<file path="config.mk">
export PLATFORM = sky130hd
export DESIGN_NAME = beat_player
export DESIGN_NICKNAME = d
export VERILOG_FILES = /design/src/rtl/beat_player_pkg.sv /design/src/rtl/beat_player_tone_gen.sv /design/src/rtl/beat_player.sv
export SDC_FILE = /design/constraint.sdc
export NUM_CORES = 1
export LEC_CHECK = 0
export BUFFER_PORTS_ARGS = -buffer_cell sky130_fd_sc_hd__buf_2
export CAP_MARGIN = 20
export CORE_UTILIZATION = 61
export DETAILED_ROUTE_END_ITERATION = 7
export PLACE_DENSITY_LB_ADDON = 0.2
export SLEW_MARGIN = 10
export SYNTH_ARGS = -nofsm -noshare
export SYNTH_HDL_FRONTEND = slang
export SYNTH_SLANG_ARGS = --single-unit
</file>
<file path="constraint.sdc">
create_clock -name clk -period 5.5 [get_ports clk]
set_input_delay 0.275 -clock clk [delete_from_list [all_inputs] [get_ports clk]]
set_output_delay 0.275 -clock clk [all_outputs]
set_load 0.02 [all_outputs]
</file>
<file path="src/rtl/beat_player_pkg.sv">
// Shared definitions for the beat player: FSM state encoding, the tone-table
// value that marks a silent beat, and the beat index width.
package beat_player_pkg;

    typedef enum logic {
        IDLE = 1'b0,
        PLAY = 1'b1
    } state_t;

    // Tone-table entry used for rests; anything >= SIL_MIN is silent anyway.
    localparam logic [31:0] SIL    = 32'd50_000_000;
    localparam int          BEAT_W = 12;

endpackage

</file>
<file path="src/rtl/beat_player_tone_gen.sv">
// Square-wave generator for one audio channel.
// A phase accumulator adds the tone frequency every clock. Each time the sum
// reaches CLK_HZ/2, half a period has elapsed: subtract CLK_HZ/2 and toggle.
// Ports:
//   clk, rst_n  clock / async active-low reset
//   en_i        1 = accumulate, 0 = hold accumulator and output at 0
//   tone_i      tone frequency in Hz (0 or >= SIL_MIN means silence)
//   audio_o     speaker drive
module tone_gen #(
    parameter int CLK_HZ  = 100_000_000,
    parameter int SIL_MIN = 20_000
) (
    input  logic        clk,
    input  logic        rst_n,
    input  logic        en_i,
    input  logic [31:0] tone_i,
    output logic        audio_o
);

    localparam logic [32:0] HALF = 33'(CLK_HZ / 2);

    logic [32:0] acc_q, acc_d, sum;
    logic        aud_q, aud_d;
    logic        silent;

    assign silent = (tone_i == 32'd0) || (tone_i >= 32'(SIL_MIN));

    always_comb begin
        acc_d = acc_q;
        aud_d = aud_q;
        sum   = acc_q + {1'b0, tone_i};
        if (!en_i || silent) begin
            acc_d = '0;
            aud_d = 1'b0;
        end else if (sum >= HALF) begin
            acc_d = sum - HALF;
            aud_d = ~aud_q;
        end else begin
            acc_d = sum;
        end
    end

    always_ff @(posedge clk or negedge rst_n) begin
        if (!rst_n) begin
            acc_q <= '0;
            aud_q <= 1'b0;
        end else begin
            acc_q <= acc_d;
            aud_q <= aud_d;
        end
    end

    assign audio_o = aud_q;

endmodule

</file>
<file path="src/rtl/beat_player.sv">
// Song sequencer: steps a beat index through a tone table at BEAT_HZ and
// drives two square-wave speaker channels from the returned tones.
// Ports:
//   clk, rst_n        clock / async active-low reset
//   start, stop       one-cycle play / abort requests (stop wins)
//   loop_en           wrap to beat 0 after last_beat instead of finishing
//   last_beat         index of the final beat
//   ibeatNum          current beat index to the tone table
//   toneL, toneR      tone table outputs (Hz)
//   audio_l, audio_r  speaker drive
//   playing           high in PLAY
//   done              one-cycle pulse on non-loop completion
module beat_player
    import beat_player_pkg::*;
#(
    parameter int CLK_HZ  = 100_000_000,
    parameter int BEAT_HZ = 8,
    parameter int SIL_MIN = 20_000
) (
    input  logic              clk,
    input  logic              rst_n,
    input  logic              start,
    input  logic              stop,
    input  logic              loop_en,
    input  logic [BEAT_W-1:0] last_beat,
    output logic [BEAT_W-1:0] ibeatNum,
    input  logic [31:0]       toneL,
    input  logic [31:0]       toneR,
    output logic              audio_l,
    output logic              audio_r,
    output logic              playing,
    output logic              done
);

    localparam int BEAT_CYC = CLK_HZ / BEAT_HZ;
    localparam int CNT_W    = (BEAT_CYC > 1) ? $clog2(BEAT_CYC) : 1;
    localparam logic [CNT_W-1:0] CNT_MAX = CNT_W'(BEAT_CYC - 1);

    state_t            state_q, state_d;
    logic [BEAT_W-1:0] beat_q, beat_d;
    logic [CNT_W-1:0]  cnt_q, cnt_d;
    logic              done_q, done_d;
    logic              tick;

    assign tick = (state_q == PLAY) && (cnt_q == CNT_MAX);

    always_comb begin
        state_d = state_q;
        beat_d  = beat_q;
        cnt_d   = cnt_q;
        done_d  = 1'b0;
        unique case (state_q)
            IDLE: begin
                beat_d = '0;
                cnt_d  = '0;
                if (start && !stop) state_d = PLAY;
            end
            PLAY: begin
                if (stop) begin
                    state_d = IDLE;
                    beat_d  = '0;
                    cnt_d   = '0;
                end else if (tick) begin
                    cnt_d = '0;
                    if (beat_q != last_beat) begin
                        beat_d = BEAT_W'(beat_q + 1'b1);
                    end else if (loop_en) begin
                        beat_d = '0;
                    end else begin
                        state_d = IDLE;
                        beat_d  = '0;
                        done_d  = 1'b1;
                    end
                end else begin
                    cnt_d = CNT_W'(cnt_q + 1'b1);
                end
            end
            default: state_d = IDLE;
        endcase
    end

    always_ff @(posedge clk or negedge rst_n) begin
        if (!rst_n) begin
            state_q <= IDLE;
            beat_q  <= '0;
            cnt_q   <= '0;
            done_q  <= 1'b0;
        end else begin
            state_q <= state_d;
            beat_q  <= beat_d;
            cnt_q   <= cnt_d;
            done_q  <= done_d;
        end
    end

    // Channels follow the next state so audio is already low in the first
    // IDLE cycle after a stop or completion.
    logic tone_en;
    assign tone_en = (state_d == PLAY);

    tone_gen #(.CLK_HZ(CLK_HZ), .SIL_MIN(SIL_MIN)) u_tone_l (
        .clk(clk), .rst_n(rst_n), .en_i(tone_en), .tone_i(toneL), .audio_o(audio_l)
    );

    tone_gen #(.CLK_HZ(CLK_HZ), .SIL_MIN(SIL_MIN)) u_tone_r (
        .clk(clk), .rst_n(rst_n), .en_i(tone_en), .tone_i(toneR), .audio_o(audio_r)
    );

    assign ibeatNum = beat_q;
    assign playing  = (state_q == PLAY);
    assign done     = done_q;

endmodule
</file>
==> summary.md <==
| Metric | Value |
|---|---|
| Synth area leader | dfrtp_1 |
| Switching pwr | 0.548 mW |
| Maximum fanout along the worst path | 14 |
| Synth Cell Area | 10000 um2 |
| Clk buf depth | 2 |
| IO Pins | 97 |
| Commonest cells after routing, fill and taps aside | nor2_1, a21oi_1, dfrtp_1 |
| Post-CTS setup buffer count | 0 |
| Post-Place Cells | 1517 |
| Mux share of post-synthesis cell area | 0.0132 |
| Post-synthesis compound-gate area fraction | 0.253 |
| Final Hold Fails | 0 |
| Adder-cell share of the synthesized area | 0.0889 |
| Initial detailed-routing violation count | 1002 |
| Number of max-cap violations | 0 |
| Post_cts resized | 0 |
| Diode count | 0 |
| Worst Skew | 0.0106 ns |
| Die W | 130 um |
| Setup TNS | 0 ns |
| Register area share after synthesis | 0.265 |
| Async set or reset register ratio after synthesis | 1.00 |
| Initial DRT Pass Iterations | 6 |
| Global-route wire length before repair | 45100 um |
| Simple-gate portion of the synthesized area | 0.257 |
| CTS buffer count | 9 |
| Largest family of logic cells by synthesized area | simple AND/OR/NAND/NOR gates |
| Fin Hold WS | 0.119 ns |
| ANT nets after route | 0 |
| Most common cell after layout, fill and taps aside | nor2_1 |
| Worst endpoint required time | 5.76 ns |
| Xor/xnor cell area share of the yosys netlist | 0.0927 |
| Final wirelength | 27800 um |
| Drt drc | 0 |
| Area growth from synthesis to layout | 9.54% |
| DIE HEIGHT | 130 um |
| Pint | 1.27 mW |
| Synthesis Warnings | 0 |
| CTS Root Cell | clkbuf_16 |
| Crit Path Class | register to register |
| Final Net Count | 1464 |
| Final setup viols | 0 |
| Fraction of power consumed by sequential logic | 0.429 |
| FF-to-FF Start | u_tone_r.acc_q[1]$_DFF_PN0_ |
| Synth Flop Type | dfrtp_1 |
| Startpoint Class | register |
| Critical-path top delay cell | a2111oi_2 |
| I/O Buffers | 96 |
| Endpoint type of the worst setup path | register |
| Crit path time final | 5.01 ns |
| Slew of the pin with the lowest slew margin | 1.12 ns |
| GR Overflow Total | 0 |
| DIE AREA | 16900 um2 |
| Sw frac | 0.301 |
| CTS tree | done |
| Sink Count | 106 |
| Initial antenna violation count | 0 |
| Largest net degree at the start of global routing | 57 |
| Worst min path class | primary input to register |
| Vias | 9959 |
| Post-synth EDFFs | 0 |
| Clock power share | 0.396 |
| Max IR drop VDD | 157 uV |
| # hold bufs at CTS | 1 |
| Area contributors post-synth | dfrtp_1, ha_1, a21oi_1 |
| Pwr dens | 166 nW/um2 |
| WP data arrival | 5.27 ns |
| Vias in the first global route | 9104 |
| Worst path cell trace | ha_1 > a211oi_1 > nor2_1 > a211o_1 > and3_1 > o21ai_1 > mux2_2 > or2_2 > a2111oi_2 > nand2_1 > a31o_2 > a21oi_1 |
| Core Rows | 46 |
| GPL Wtd Cong | 0.990 |
| Max incr delay on CP | 0.90 ns |
| Leakage Power | 4.95 nW |
| Synth unique cells | 87 |
| Routed len/inst | 18.1 um |
| Syn_nets | 1391 |
| Worst Setup SP | u_tone_r.acc_q[1]$_DFF_PN0_ |
| CTS clk-pin slew, worst paths | 0.09 ns |
| Final worst path period share | 0.912 |
| Skew-Pair Late Insertion Delay | 0.37 ns |
| Initial Utilization | 0.628 |
| Post-Synthesis Cells | 1240 |
| Via density | 6.49 |
| RSZ-0062 raised after global routing | false |
| Post-Syn Area per Cell | 8.08 um2 |
| Status | complete, no violations |
| Critical hold path startpoint | stop |
| Rel. slew slack | 0.254 |
| Post-DP HPWL | 21600 um |
| Global-route usage over all layers | 0.339 |
| Peak Freq | 199 MHz |
| Synth top area share | 0.265 |
| Floorplan Core Area | 15900 um2 |
| Max-slew violations | 0 |
| Max H-tree Level | 3 |
| Layout cells sized above 1 | 0.117 |
| Synth Register Bits | 106 |
| Comb pwr share | 0.175 |
| Non-Filler Instances | 1534 |
cells by family after synthesis:
logic type / Yosys count
buffers and inverters: 71
AND/OR/NAND/NOR: 503
flip-flops: 106
XOR/XNOR: 106
multiplexers: 12
AO/OA/AOI/OAI: 372
adder cells (fa/ha/maj): 70
worst max-delay path, delay by kind of cell (launching register included):
| family | cells | cell delay (ns) |
|---|---|---|
| mux | 1 | 0.40 |
| simple gates | 4 | 1.32 |
| flops | 1 | 0.41 |
| fa+ha+maj | 1 | 0.30 |
| compound gates | 6 | 2.50 |
synthesized netlist by cell type, drive strengths merged (30+ instances only):
library cell	count
nor4	30
a21oi	120
ha	68
dfrtp	106
xor2	46
nand2	100
nand3	42
o21ai	70
a21o	34
nor2	147
nand4	30
xnor2	60
metrics by stage:
stage	setup slack [ns]	util	instance area, um2	power [mW]
3_3_place_gp	0.768	0.667	10600	1.10
3_5_place_dp	0.703	0.667	10600	1.11
2_1_floorplan	1.69	-	10000	1.00
5_1_grt	0.168	0.688	11000	1.89
6_report	0.486	0.688	11000	1.82
4_1_cts	0.671	0.688	11000	1.82
state kept, by name, summed over array words and instances, names as in the netlist:
name,flops
ibeatNum,12
playing,1
u_tone_r.audio_o,1
u_tone_r.acc_q,33
done,1
u_tone_l.acc_q,33
u_tone_l.audio_o,1
cnt_q,24
final timing paths:
path	endpoint	slack, ns	cells past startpoint
worst max-delay path	u_tone_r.acc_q[22]$_DFF_PN0_	0.49	12
worst min-delay path	done$_DFF_PN0_	0.12	2
worst max register to register	u_tone_r.acc_q[22]$_DFF_PN0_	0.49	12
worst min register to register	cnt_q[0]$_DFF_PN0_	0.49	1
max in group asynchronous	u_tone_r.acc_q[23]$_DFF_PN0_	3.78	3
min in group asynchronous	u_tone_l.acc_q[22]$_DFF_PN0_	0.48	2
power by group through the flow:
stage          clock (mW)  sequential, mW  combinational, mW
4_1_cts             0.725           0.781              0.312
3_3_place_gp            0           0.796              0.306
5_1_grt             0.754           0.781              0.350
3_5_place_dp            0           0.796              0.309
6_report            0.720           0.781              0.318
2_1_floorplan           0           0.797              0.204
routing by layer:
layer,vias to the layer above,GRT usage,routed length [um]
li1,4777,-,-
met1,4683,0.475,12600
met2,436,0.529,12400
met3,63,0.0627,2110
met4,0,0.103,652
met5,-,0,0
final cells by class:
| cell class | count | area (um2) |
|---|---|---|
| multi-input combinational | 1063 | 7070 |
| inverter | 29 | 109 |
| tap | 216 | 270 |
| clock buffer | 9 | 225 |
| clock inverter | 7 | 103 |
| timing repair buffer | 104 | 546 |
| fill | 1352 | 4970 |
| sequential | 106 | 2650 |
Power figures use the tool's default switching activity.
